<file path="src/rtl/stream_accum_7seg_multi.sv">
// stream_accum_7seg_multi: frame reducer (SUM/MIN/MAX) with sequential
// double-dabble conversion to a D-digit 7-segment word.
// Optional build macro: LEADING_ZERO_BLANK_EN blanks leading zero digits.
module stream_accum_7seg_multi #(
  parameter int W     = 4,
  parameter int N_MAX = 16,
  parameter int D     = 3
) (
  input  logic                         clk,
  input  logic                         rstn,
  input  logic [$clog2(N_MAX+1)-1:0]   cfg_n,
  input  logic [1:0]                   cfg_mode,
  input  logic                         s_valid,
  output logic                         s_ready,
  input  logic [W-1:0]                 s_data,
  output logic                         m_valid,
  input  logic                         m_ready,
  output logic [D-1:0][6:0]            m_data,
  output logic                         m_ovf
);

  localparam int ACC_W = W + $clog2(N_MAX);
  localparam int CNT_W = $clog2(N_MAX + 1);
  localparam int BC_W  = $clog2(ACC_W + 1);
  localparam logic [BC_W-1:0] BC_LAST = BC_W'(ACC_W);

  typedef enum logic [1:0] {ACCUM, CONV, OUT} state_t;

  state_t             state_q;
  logic [CNT_W-1:0]   cnt_q, n_q;
  logic [1:0]         mode_q;
  logic [ACC_W-1:0]   acc_q;
  logic [4*D-1:0]     bcd_q;
  logic               ovf_q;
  logic [BC_W-1:0]    bit_q;
  logic               s_ready_q, m_valid_q, m_ovf_q;
  logic [D-1:0][6:0]  m_data_q;

  logic [CNT_W-1:0]   n_clamp, n_eff;
  logic [ACC_W-1:0]   s_ext, acc_d, bin_d;
  logic               first, beat, last_beat, carry_d;
  logic [4*D-1:0]     bcd_adj, bcd_d;
  logic [D-1:0][6:0]  m_data_d;
`ifdef LEADING_ZERO_BLANK_EN
  logic               lead;
`endif

  function automatic logic [6:0] seg7(input logic [3:0] d);
    case (d)
      4'd0:    return 7'b1111110;
      4'd1:    return 7'b0110000;
      4'd2:    return 7'b1101101;
      4'd3:    return 7'b1111001;
      4'd4:    return 7'b0110011;
      4'd5:    return 7'b1011011;
      4'd6:    return 7'b1011111;
      4'd7:    return 7'b1110000;
      4'd8:    return 7'b1111111;
      4'd9:    return 7'b1111011;
      default: return 7'b0000000;
    endcase
  endfunction

  // Beat qualification, frame-length clamp and next accumulator value.
  always_comb begin
    // NOTE: every variable gets a default before any condition so no latch is inferred.
    n_clamp = cfg_n;
    if (cfg_n == '0)                 n_clamp = CNT_W'(1);
    else if (cfg_n > CNT_W'(N_MAX))  n_clamp = CNT_W'(N_MAX);
    first     = (cnt_q == '0);
    n_eff     = first ? n_clamp : n_q;
    s_ext     = ACC_W'(s_data);
    acc_d     = acc_q + s_ext;
    if (first)                acc_d = s_ext;
    else if (mode_q == 2'd1)  acc_d = (s_ext < acc_q) ? s_ext : acc_q;
    else if (mode_q == 2'd2)  acc_d = (s_ext > acc_q) ? s_ext : acc_q;
    beat      = s_valid && s_ready_q;
    last_beat = (cnt_q == n_eff - CNT_W'(1));
  end

  // One double-dabble step: add 3 to digits >= 5, then shift left one bit.
  always_comb begin
    bcd_adj = bcd_q;
    for (int i = 0; i < D; i++) begin
      if (bcd_q[4*i +: 4] >= 4'd5) bcd_adj[4*i +: 4] = bcd_q[4*i +: 4] + 4'd3;
    end
    {carry_d, bcd_d, bin_d} = {bcd_adj, acc_q, 1'b0};
  end

  // Map BCD digits to segments; dashes on overflow.
  always_comb begin
    m_data_d = '0;
`ifdef LEADING_ZERO_BLANK_EN
    lead = 1'b1;
`endif
    for (int i = D - 1; i >= 0; i--) begin
      if (ovf_q) m_data_d[i] = 7'b0000001;
`ifdef LEADING_ZERO_BLANK_EN
      else if (lead && i != 0 && bcd_q[4*i +: 4] == 4'd0) m_data_d[i] = 7'b0000000;
      else begin
        m_data_d[i] = seg7(bcd_q[4*i +: 4]);
        lead        = 1'b0;
      end
`else
      else m_data_d[i] = seg7(bcd_q[4*i +: 4]);
`endif
    end
  end

  // Control FSM with datapath registers and registered handshake outputs.
  always_ff @(posedge clk or negedge rstn) begin
    // NOTE: asynchronous reset clears every state register, including partial frames.
    if (!rstn) begin
      state_q   <= ACCUM;
      cnt_q     <= '0;
      n_q       <= '0;
      mode_q    <= '0;
      acc_q     <= '0;
      bcd_q     <= '0;
      ovf_q     <= 1'b0;
      bit_q     <= '0;
      s_ready_q <= 1'b0;
      m_valid_q <= 1'b0;
      m_ovf_q   <= 1'b0;
      m_data_q  <= {D{7'b1111110}};
    end else begin
      // NOTE: non-blocking assignments only; later assignments in this block override earlier ones.
      case (state_q)
        ACCUM: begin
          s_ready_q <= 1'b1;
          if (beat) begin
            acc_q <= acc_d;
            if (first) begin
              n_q    <= n_clamp;
              mode_q <= cfg_mode;
            end
            if (last_beat) begin
              cnt_q     <= '0;
              state_q   <= CONV;
              s_ready_q <= 1'b0;
              bcd_q     <= '0;
              ovf_q     <= 1'b0;
              bit_q     <= '0;
            end else begin
              cnt_q <= cnt_q + CNT_W'(1);
            end
          end
        end
        CONV: begin
          if (bit_q != BC_LAST) begin
            acc_q <= bin_d;
            bcd_q <= bcd_d;
            ovf_q <= ovf_q | carry_d;
            bit_q <= bit_q + BC_W'(1);
          end else begin
            state_q   <= OUT;
            m_valid_q <= 1'b1;
            m_data_q  <= m_data_d;
            m_ovf_q   <= ovf_q;
          end
        end
        OUT: begin
          if (m_ready) begin
            state_q   <= ACCUM;
            m_valid_q <= 1'b0;
            s_ready_q <= 1'b1;
          end
        end
        default: state_q <= ACCUM;
      endcase
    end
  end

  assign s_ready = s_ready_q;
  assign m_valid = m_valid_q;
  assign m_data  = m_data_q;
  assign m_ovf   = m_ovf_q;

  a_no_overlap: assert property (@(posedge clk) disable iff (!rstn) !(s_ready && m_valid));
  a_out_stable: assert property (@(posedge clk) disable iff (!rstn)
                  (m_valid && !m_ready) |=> (m_valid && $stable(m_data) && $stable(m_ovf)));

endmodule

</file>
<file path="config.mk">
export PLATFORM = sky130hd
export DESIGN_NAME = stream_accum_7seg_multi
export DESIGN_NICKNAME = d
export VERILOG_FILES = /design/src/rtl/stream_accum_7seg_multi.sv
export SDC_FILE = /design/constraint.sdc
export NUM_CORES = 1
export LEC_CHECK = 0
export ABC_CLOCK_PERIOD_IN_PS = 3400
export BUFFER_PORTS_ARGS = -buffer_cell sky130_fd_sc_hd__buf_4
export CAP_MARGIN = 20
export CORE_ASPECT_RATIO = 1.25
export CORE_MARGIN = 4
export CORE_UTILIZATION = 60
export CTS_CLUSTER_DIAMETER = 80
export CTS_CLUSTER_SIZE = 30
export DETAILED_ROUTE_END_ITERATION = 16
export GPL_ROUTABILITY_DRIVEN = 0
export PLACE_DENSITY_LB_ADDON = 0.15
export SYNTH_ARGS = -nofsm -noshare
export SYNTH_HDL_FRONTEND = slang
export SYNTH_SLANG_ARGS = --single-unit
</file>
<file path="constraint.sdc">
create_clock -name clk -period 3.4 [get_ports clk]
set_clock_uncertainty 0.15 [all_clocks]
set_input_delay 0 -clock clk [delete_from_list [all_inputs] [get_ports clk]]
set_output_delay 0 -clock clk [all_outputs]
set_load 0.05 [all_outputs]
</file>
==> results of run 1 <==
## worst max-delay path, cell delays in order (launching register included)
cell and delay (ns):
dfrtp_1 0.42, inv_1 0.10, ha_1 0.19, nor4b_4 0.29, mux2i_1 0.33, ha_1 0.31
xnor2_1 0.14, nor4_2 0.37, nand3_2 0.18, nor2_2 0.23, buf_12 0.18, o32ai_1 0.09
## state kept, by name (all words and copies together), names as in the netlist
name     count
m_data      21
mode_q       2
s_ready      1
bcd_q       12
state_q      2
bit_q        4
ovf_q        1
n_q          5
m_ovf        1
acc_q        8
m_valid      1
cnt_q        5
## placed cells by master (no fill, tap or decap), drive strengths merged, types with 6 or more instances in the layout
cell type and n:
a211oi 9, a21o 6, a21oi 35, buf 45
clkbuf 10, dfrtp 45, dfstp 18, dlygate4sd3 13
ha 34, inv 27, mux2 11, nand2 49
nand2b 6, nand3 7, nor2 42, nor2b 11
nor3 9, o21ai 43, xnor2 10, xor2 6
## per-stage QoR
step / cell area [sq um] / utilization (%)
after floorplan: 3993 / -
after global placement: 4329 / 66.36
after detailed placement: 4329 / 66.36
after CTS: 4720 / 72.34
after global routing: 4720 / 72.34
final: 4720 / 72.34
## power breakdown
part / internal, mW / switching [mW]
clock: 0.504 / 0.299
combinational: 1.01 / 1.54
sequential: 1.11 / 0.365
## logic make-up (layout without fill, tap and decap cells)
group           Yosys count  count (layout)  synth area share (%)
flops                    63              63                 40.05
simple gates            142             142                 17.49
mux                      14              14                 3.855
buf+inv                  46             101                 5.233
compound gates          123             123                 18.71
xor+xnor                 16              16                 3.510
fa+ha+maj                35              35                 11.16
## worst max-delay path by stage
| stage | endpoint | slack, ns | cells after the start |
|---|---|---|---|
| after floorplan | bcd_q[11] | 0.60 | 12 |
| after global placement | bcd_q[11] | 0.13 | 11 |
| after detailed placement | bcd_q[11] | -0.05 | 11 |
| after CTS | bcd_q[11] | 0.25 | 11 |
| after global routing | bcd_q[4] | 0.06 | 12 |
| final | bcd_q[11] | 0.27 | 11 |
## area by class of cell
class                      instances  area [sq um]
tap                               87         108.9
timing repair buffer              58         480.5
sequential                        63          1599
clock buffer                      10         137.6
fill                             515          1804
multi-input combinational        330          2185
clock inverter                     6         107.6
inverter                          27         101.3
## per-layer routing
metal	up-vias	wire [um]	global-route usage, %
li1	1624	-	-
met1	1595	3663	28.84
met2	50	4367	39.85
met3	16	224	3.442
met4	0	156	8.453
met5	-	0	0
## timing repair
action,4_1_cts,5_1_grt
setup buffers,2,0
setup endpoints to repair,17,0
hold buffers,13,0
hold endpoints to repair,58,0
==> out/qor.yml, run 1 <==
timing:
  whs_ns: 0.01372
  tightestPinTransition_ns: 0.7958
  fin_crit_ns: 3.127
  max_freq_ghz: 0.3198
  fin_crit_sh_pct: 91.98
  slew_headroom_pct: 46.95
  finalHoldViolCount: 0
  slew_violations: 0
  fin_setup_tns_ns: 0
  rsz0062_at_grt: "no"
  finalSetupViolations: 0
  setup_slack_ns: 0.2726
yosys:
  synth.top_cell.area_share_pct: 28.20
  syn_inst: 439
  synth-edff-count: 0
  syn_area_per_cell_sq_um: 9.095
  synth-main-ff-cell: "dfrtp_1"
  synth_area_leaders: "dfrtp_1 28%, dfstp_2 12%, ha_1 11%"
  yosysTopAreaCell: "dfrtp_1"
  synth.most_common_cell: "nand2_1"
  ys_seq_area_share_pct: 40.05
  synth_seq_cells: 63
  syn_nets: 489
  syn_area_sq_um: 3993
  synthArstFlopShare_pct: 100.0
  synth_common_cells: "49 x nand2_1, 45 x dfrtp_1, 40 x nor2_1"
  synth_warnings: 0
  ys_types: 54
clock_tree:
  cts.path.max_buffers: 2
  clkTransAtPathRegs_ns: 0.07
  cts_resized: 0
  tritoncts.num_buffers: 9
  cts_max_level: 3
  clock_sinks: 63
  cts-root-buf: "clkbuf_8"
  tritoncts: "done"
  clkLatencyLatePin_ns: 0.34
setup_path:
  critPathLaunchType: "register"
  critPathKind: "register to register"
  cp.required_ns: 3.45
  r2r_start: "cnt_q[0]"
  critPathArrivalTime_ns: 3.17
  cp_max_fo: 17
  ff2ff_path_depth: 11
  r2r_slack_ns: 0.27
  cp-end-kind: "register"
  rr_endpoint: "bcd_q[11]"
  cp-startpoint: "cnt_q[0]"
finish:
  layout.nets: 539
  n_antenna_cell: 0
  final_cells: 581
  area_delta_synth_final_pct: 18.21
  layout-drive-gt1-share_pct: 20.24
route:
  drt_iter0_drc: 156
  ant_nets: 0
  avgViaCountPerCell: 5.654
  drc_errors: 0
  dr.pass1.iters: 4
  via_count: 3285
  drt-wirelength-per-cell_um: 14.48
  drt-total-wl_um: 8411
pwr:
  finalPower_mw: 4.822
  p_leak_nw: 2.135
  p_per_area_nw_per_um2: 1022
  ir_worst_vdd_mv: 0.5494
global_route:
  grt_usage_pct: 23.06
  grt_overflow: 0
  antenna_found_initial: 0
  grt_max_degree: 64
  grt_pass1_vias: 3240
  grt_pass1_wl_um: 14720
status:
  run_status: "complete, no violations"
place:
  dp_cells: 550
  io_buffer_count: 38
  dpl_worst_slack_ns: -0.04659
  dp_hpwl_um: 5741
floorplanning:
  start_util_pct: 61.20
  io_pins: 39
  die_area_sq_um: 8031
  core-area_sq_um: 6524
  fp-row-count: 33
  dieHeight_um: 99.20
  die_x_um: 80.96
worst_hold_path:
  min-delay-start: "s_data[3]"
  holdPathEnd: "acc_q[3]"
  hold_depth: 5
  hold_class: "input port to register"
run:
  cap_violations: 0
Power figures use the tool's default switching activity.
==> run 2, diff against run 1 <==
Settings changed: ABC_AREA from default to 1.
==> run 2 against run 1 <==
Effect of this change: sequential share of layout area decreased by 0.57 points; register-to-register slack improved by 0.08 ns; die area increased by 3.3%; final area increased by 1.7%; worst setup slack improved by 0.080 ns; highest routed layer unchanged; via count increased by 16%; power decreased by 33%; critical path depth increased by 6.
==> out/qor.yml, run 2 <==
route:
  ant_nets: 0  # unchanged
  wl_met3_um: 300  # +34%
  dr.pass1.iters: 5  # +1
  avgViaCountPerCell: 5.456  # -3.5%
  drt-total-wl_um: 9480  # +13%
  drt_iter0_drc: 249  # +60%
  wl_met1_um: 4047  # +10%
  wl_met2_um: 4918  # +13%
  via_count: 3814  # +16%
  drc_errors: 0  # unchanged
  routed.top_layer: "met4"
  drt-wirelength-per-cell_um: 13.56  # -6.3%
timing:
  max_freq_ghz: 0.3281  # +2.6%
  setup_slack_ns: 0.3521  # +0.07952 ns
  fin_setup_tns_ns: 0  # unchanged
  fin_crit_ns: 3.048  # -0.07952 ns
  finalHoldViolCount: 0  # unchanged
  fin_crit_sh_pct: 89.64  # -2.3 points
  tightestPinTransition_ns: 0.7925  # -0.003283 ns
  finalSetupViolations: 0  # unchanged
  slew_violations: 0  # unchanged
  slew_headroom_pct: 47.17  # +0.22 points
  rsz0062_at_grt: "no"
  whs_ns: 0.02500  # +0.01128 ns
floorplanning:
  io_pins: 39  # unchanged
  core-area_sq_um: 6648  # +1.9%
  start_util_pct: 62.24  # +1.0 points
  fp-row-count: 33  # unchanged
  dieHeight_um: 100.8  # +1.7%
  die_area_sq_um: 8297  # +3.3%
  die_x_um: 82.28  # +1.6%
yosys:
  syn_area_sq_um: 4138  # +3.6%
  syn_area_per_cell_sq_um: 7.429  # -18%
  ys_seq_area_share_pct: 38.65  # -1.4 points
  synthArstFlopShare_pct: 100.0  # unchanged
  yosysTopAreaCell: "dfrtp_1"
  synth-main-ff-cell: "dfrtp_1"
  synth_area_leaders: "dfrtp_1 27%, nand2_1 14%, dfstp_2 11%"
  syn_nets: 607  # +24%
  syn_inst: 557  # +27%
  synth_warnings: 0  # unchanged
  synth.top_cell.area_share_pct: 27.21  # -0.99 points
  synth.most_common_cell: "nand2_1"
  synth_common_cells: "152 x nand2_1, 59 x o21ai_0, 58 x inv_1"
  synth-edff-count: 0  # unchanged
  ys_types: 32  # -41%
  synth_seq_cells: 63  # unchanged
worst_hold_path:
  hold_class: "input port to register"
  hold_depth: 5  # unchanged
setup_path:
  critPathKind: "register to register"
  cp-end-kind: "register"
  critPathArrivalTime_ns: 3.17  # about the same
  ff2ff_path_depth: 17  # +6
  cp.required_ns: 3.52  # +0.07 ns
  critPathLaunchType: "register"
  cp_max_fo: 18  # +1
finish:
  layout.nets: 658  # +22%
  layout-drive-gt1-share_pct: 16.18  # -4.1 points
  area_delta_synth_final_pct: 16.03
  final_area_sq_um: 4801  # +1.7%
  n_antenna_cell: 0  # unchanged
  final_cells: 699  # +20%
  layout_commonest_cell: "nand2_1"
  final_cell_mix: "152 x nand2_1, 59 x o21ai_0, 58 x inv_1"
  largest_register_ff_count: 21  # unchanged
  finalCoreUtilization_pct: 72.22  # -0.12 points
global_route:
  grt_pass1_vias: 3535  # +9.1%
  grt_usage_pct: 24.52  # +1.5 points
  grt_overflow: 0  # unchanged
  grt_max_degree: 64  # unchanged
  antenna_found_initial: 0  # unchanged
  grt_pass1_wl_um: 15810  # +7.4%
pwr:
  p_sw_share_pct: 44.72  # -0.92 points
  p_seq_share_pct: 33.7  # +3.1 points
  p_leak_nw: 2.449  # +15%
  finalPower_mw: 3.224  # -33%
  intPower_mw: 1.783  # -32%
  switching_power_mw: 1.442  # -34%
  p_per_area_nw_per_um2: 671.6  # -34%
  ir_worst_vdd_mv: 0.4635  # -16%
  p_comb_share_pct: 45.8  # -7.0 points
  pwr-share-clk_pct: 20.5  # +3.8 points
clock_tree:
  cts_max_level: 3  # unchanged
  cts-root-buf: "clkbuf_8"
  cts_resized: 0  # unchanged
  clkTransAtPathRegs_ns: 0.08  # about the same
  clkLatencyLatePin_ns: 0.34  # about the same
  tritoncts.num_buffers: 9  # unchanged
  clock_sinks: 63  # unchanged
  tritoncts: "done"
  cts.path.max_buffers: 2  # unchanged
place:
  dp_cells: 674  # +23%
  dpl_worst_slack_ns: 0.3874  # +0.4340 ns
  place_area_sq_um: 4503  # +4.0%
  dp_hpwl_um: 6716  # +17%
  io_buffer_count: 38  # unchanged
run:
  cap_violations: 0  # unchanged
status:
  run_status: "complete, no violations"
[run 2: changes by cell type after synthesis, sizes merged, moves of 10 or more]
cell   delta
nand2   +112
nand3    +46
inv      +35
o21ai    +16
a21oi    -14
mux2     -11
nor2b    -11
nor2     +10
xnor2    -10
[run 2: critical path, stage by stage, from the launching register on]
cell	delay (ns)
dfrtp_1	0.42
inv_1	0.12
ha_1	0.16
inv_1	0.06
nor2_4	0.19
nand3_1	0.15
inv_1	0.10
nand2_2	0.07
nand2_2	0.08
inv_2	0.04
ha_1	0.30
xor2_1	0.17
nand3_1	0.10
nor2_2	0.17
nand4_4	0.27
nand2_4	0.26
nand2_1	0.09
nand2_1	0.06
[run 2: worst paths after layout]
path	from	endpoint	slack, ns
hold / removal	s_data[1]	acc_q[1]	0.02
setup reg to reg	cnt_q[0]	bcd_q[4]	0.35
min in group asynchronous	rstn	n_q[2]	0.13
setup / recovery	cnt_q[0]	bcd_q[4]	0.35
max in group asynchronous	rstn	bcd_q[8]	2.44
hold reg to reg	m_data[2]	m_data[2]	0.34
[run 2: layout make-up]
| class | count | area, sq um |
|---|---|---|
| clock inverters | 3 | 42.54 |
| well taps | 87 | 108.9 |
| flip-flops and latches | 63 | 1599 |
| clock buffers | 12 | 155.1 |
| inverters | 62 | 232.7 |
| fillers | 566 | 1847 |
| repair buffers | 51 | 407.9 |
| multi-input cells | 421 | 2255 |
[run 2: what timing repair did]
| action | in CTS | in global routing |
|---|---|---|
| setup buffers | 0 | 0 |
| hold endpoints to repair | 55 | 0 |
| hold buffers | 10 | 0 |
[run 2: kinds of logic (layout without fill, tap and decap cells)]
group | Yosys count | count (layout) | share of synthesized area [%]
AOI/OAI and AO/OA | 91 | 91 | 11.67
xor gates and xnor gates | 7 | 7 | 1.482
adders and majority gates | 35 | 35 | 10.77
buffers and inverters | 73 | 128 | 6.864
DFF | 63 | 63 | 38.65
and+or+nand+nor | 288 | 288 | 30.57
[run 2: power by group through the flow]
| stage | Sequential, mW | Combinational (mW) | Clock, mW |
|---|---|---|---|
| CTS | 1.09 | 1.46 | 0.673 |
| finish | 1.09 | 1.48 | 0.661 |
| detailed placement | 1.10 | 1.44 | 0 |
| floorplan | 1.17 | 1.03 | 0 |
| global route | 1.11 | 1.67 | 0.705 |
| global placement | 1.09 | 1.39 | 0 |
[run 2: layer usage]
layer | GRT usage (%) | vias up
met4 | 9.079 | 0
met2 | 41.36 | 83
met5 | 0 | -
li1 | - | 1907
met3 | 3.578 | 21
met1 | 31.42 | 1803
==> run 3, diff against run 2 <==
Settings changed: RECOVER_POWER from default to 50.
==> run 3 against run 2 <==
Effect of this change: the flow now finishes with violations (max-capacitance violations, max-slew violations); sequential cell count is the same; hold slack got worse by 0.0025 ns; global-route usage did not move; via count shrank 0.10%; sequential power hardly changed; critical path type unchanged; largest cell class unchanged.
==> out/qor.yml, run 3 (synthesis gave the netlist of run 2 again) <==
pwr:
  p_sw_share_pct: 44.82  # +0.11 points
  ir_worst_vdd_mv: 0.4638  # about the same
  p_comb_share_pct: 45.6  # -0.2 points
  p_seq_share_pct: 33.8  # about the same
  switching_power_mw: 1.440  # -0.15%
  p_leak_nw: 2.400  # -2.0%
  finalPower_mw: 3.212  # -0.38%
  pwr-share-clk_pct: 20.6  # about the same
  p_per_area_nw_per_um2: 675.8  # +0.61%
  intPower_mw: 1.772  # -0.57%
setup_path:
  cp-startpoint: "cnt_q[0]"
  cp_slowest_cell: "dfrtp_1"
  critical_path.endpoint: "bcd_q[4]"
  critPathBufInv: 4  # unchanged
  cp_max_fo: 18  # unchanged
  critPathLaunchType: "register"
  r2r_slack_ns: 0.36  # about the same
  ff2ff_path_depth: 17  # unchanged
  cp-end-kind: "register"
  cp_slowest_stage_delay_ns: 0.42  # about the same
  crit_cells: 17  # unchanged
  cpMostUsedCell: "inv_1"
  critPathKind: "register to register"
  cp_cell_sequence: "inv_1 -> ha_1 -> inv_1 -> nor2_4 -> nand3_1 -> inv_1 -> nand2_2 -> nand2_2 -> inv_2 -> ha_1 -> xor2_1 -> nand3_1 -> nor2_2 -> nand4_4 -> nand2_4 -> nand2_1 -> nand2_1"
  cp.required_ns: 3.52  # about the same
  r2r_start: "cnt_q[0]"
  rr_endpoint: "bcd_q[4]"
  critPathTopFamily: "simple AND/OR/NAND/NOR gates"
  critPathArrivalTime_ns: 3.16  # about the same
floorplanning:
  fp-row-count: 33  # unchanged
  start_util_pct: 62.24  # unchanged
  die_x_um: 82.28  # unchanged
  io_pins: 39  # unchanged
  die_area_sq_um: 8297  # unchanged
  dieHeight_um: 100.8  # unchanged
  core-area_sq_um: 6648  # unchanged
timing:
  slew_violations: 64  # +64
  max_freq_ghz: 0.3293  # +0.36%
  fin_crit_sh_pct: 89.32  # -0.32 points
  slew_headroom_pct: -3.274  # -50 points
  finalSetupViolations: 0  # unchanged
  fin_crit_ns: 3.037  # -0.01100 ns
  tightestPinTransition_ns: 1.549  # +0.7566 ns
  rsz0062_at_grt: "no"
  whs_ns: 0.02251  # -0.002492 ns
  fin_setup_tns_ns: 0  # unchanged
  finalHoldViolCount: 0  # unchanged
  setup_slack_ns: 0.3631  # +0.01100 ns
clock_tree:
  cts_max_level: 3  # unchanged
  clkLatencyLatePin_ns: 0.34  # about the same
  clkTransAtPathRegs_ns: 0.07  # about the same
  tritoncts.num_buffers: 9  # unchanged
  cts-root-buf: "clkbuf_8"
  clock_sinks: 63  # unchanged
  tritoncts: "done"
  cts_setup_buffers: 0  # unchanged
  cts.path.max_buffers: 2  # unchanged
global_route:
  antenna_found_initial: 0  # unchanged
  grt_pass1_vias: 3535  # unchanged
  grt_max_degree: 64  # unchanged
  grt_overflow: 0  # unchanged
  grt_pass1_wl_um: 15810  # unchanged
  grt_usage_pct: 24.52  # unchanged
place:
  dpl_worst_slack_ns: 0.3874  # unchanged
  dp_cells: 674  # unchanged
  io_buffer_count: 38  # unchanged
  dp_hpwl_um: 6716  # unchanged
route:
  drc_errors: 0  # unchanged
  via_count: 3810  # -0.10%
  ant_nets: 0  # unchanged
  drt-total-wl_um: 9461  # -0.20%
  drt-wirelength-per-cell_um: 13.54  # -0.20%
  drt_iter0_drc: 250  # +0.40%
  dr.pass1.iters: 6  # +1
  avgViaCountPerCell: 5.451  # -0.10%
finish:
  area_delta_synth_final_pct: 14.88
  layout.nets: 658  # unchanged
  layout_commonest_cell: "nand2_1"
  final_cells: 699  # unchanged
  final_cell_mix: "152 x nand2_1, 59 x o21ai_0, 58 x inv_1"
  n_antenna_cell: 0  # unchanged
  largest_register_ff_count: 21  # unchanged
  layout-drive-gt1-share_pct: 14.22  # -2.0 points
run:
  cap_violations: 1  # +1
worst_hold_path:
  hold_class: "input port to register"
status:
  violations: "max-capacitance violations, max-slew violations"
  run_status: "finished, violations left"
## run 3: power by group through the flow
stage	Clock [mW]	Combinational (mW)	Sequential (mW)
after detailed placement	0	1.44	1.10
final	0.661	1.46	1.09
after global routing	0.705	1.66	1.11
after floorplan	0	1.03	1.17
after CTS	0.673	1.46	1.09
after global placement	0	1.39	1.09
## run 3: per-layer routing
metal | vias to the layer above | track usage (%) | routed length [um]
li1 | 1910 | - | -
met2 | 75 | 41.36 | 4890
met3 | 18 | 3.578 | 298
met4 | 0 | 9.079 | 191
met1 | 1807 | 31.42 | 4081
met5 | - | 0 | 0
## run 3: area by class of cell
cell class | count | area (sq um)
well taps | 87 | 108.9
repair buffers | 51 | 360.3
inverters | 62 | 232.7
flip-flops and latches | 63 | 1599
clock buffers | 12 | 155.1
multi-input cells | 421 | 2255
clock inverters | 3 | 42.54
fillers | 577 | 1894
## run 3: worst min path at each step
stage	slack, ns	startpoint	cells after the start	end
3_3_place_gp	-0.02	rstn	1	n_q[2]
5_1_grt	0.04	s_data[3]	5	acc_q[3]
3_5_place_dp	-0.01	rstn	1	n_q[2]
4_1_cts	0.01	s_data[1]	5	acc_q[1]
2_1_floorplan	-0.45	rstn	0	acc_q[0]
6_report	0.02	s_data[1]	5	acc_q[1]
## run 3: worst min-delay path, stage by stage
cell,delay (ns)
buf_4,0.10
o21ai_0,0.08
nand2_1,0.06
o21ai_0,0.07
o21ai_0,0.16
## run 3: stage by stage
step           cell area, sq um  util (%)
6_report                   4753     71.50
2_1_floorplan              4138         -
3_3_place_gp               4503     67.74
3_5_place_dp               4503     67.74
5_1_grt                    4753     71.50
4_1_cts                    4801     72.22
## run 3: repair_timing
item,CTS,global route
hold buffers,10,0
hold endpoints to repair,55,0
resized for setup,0,0
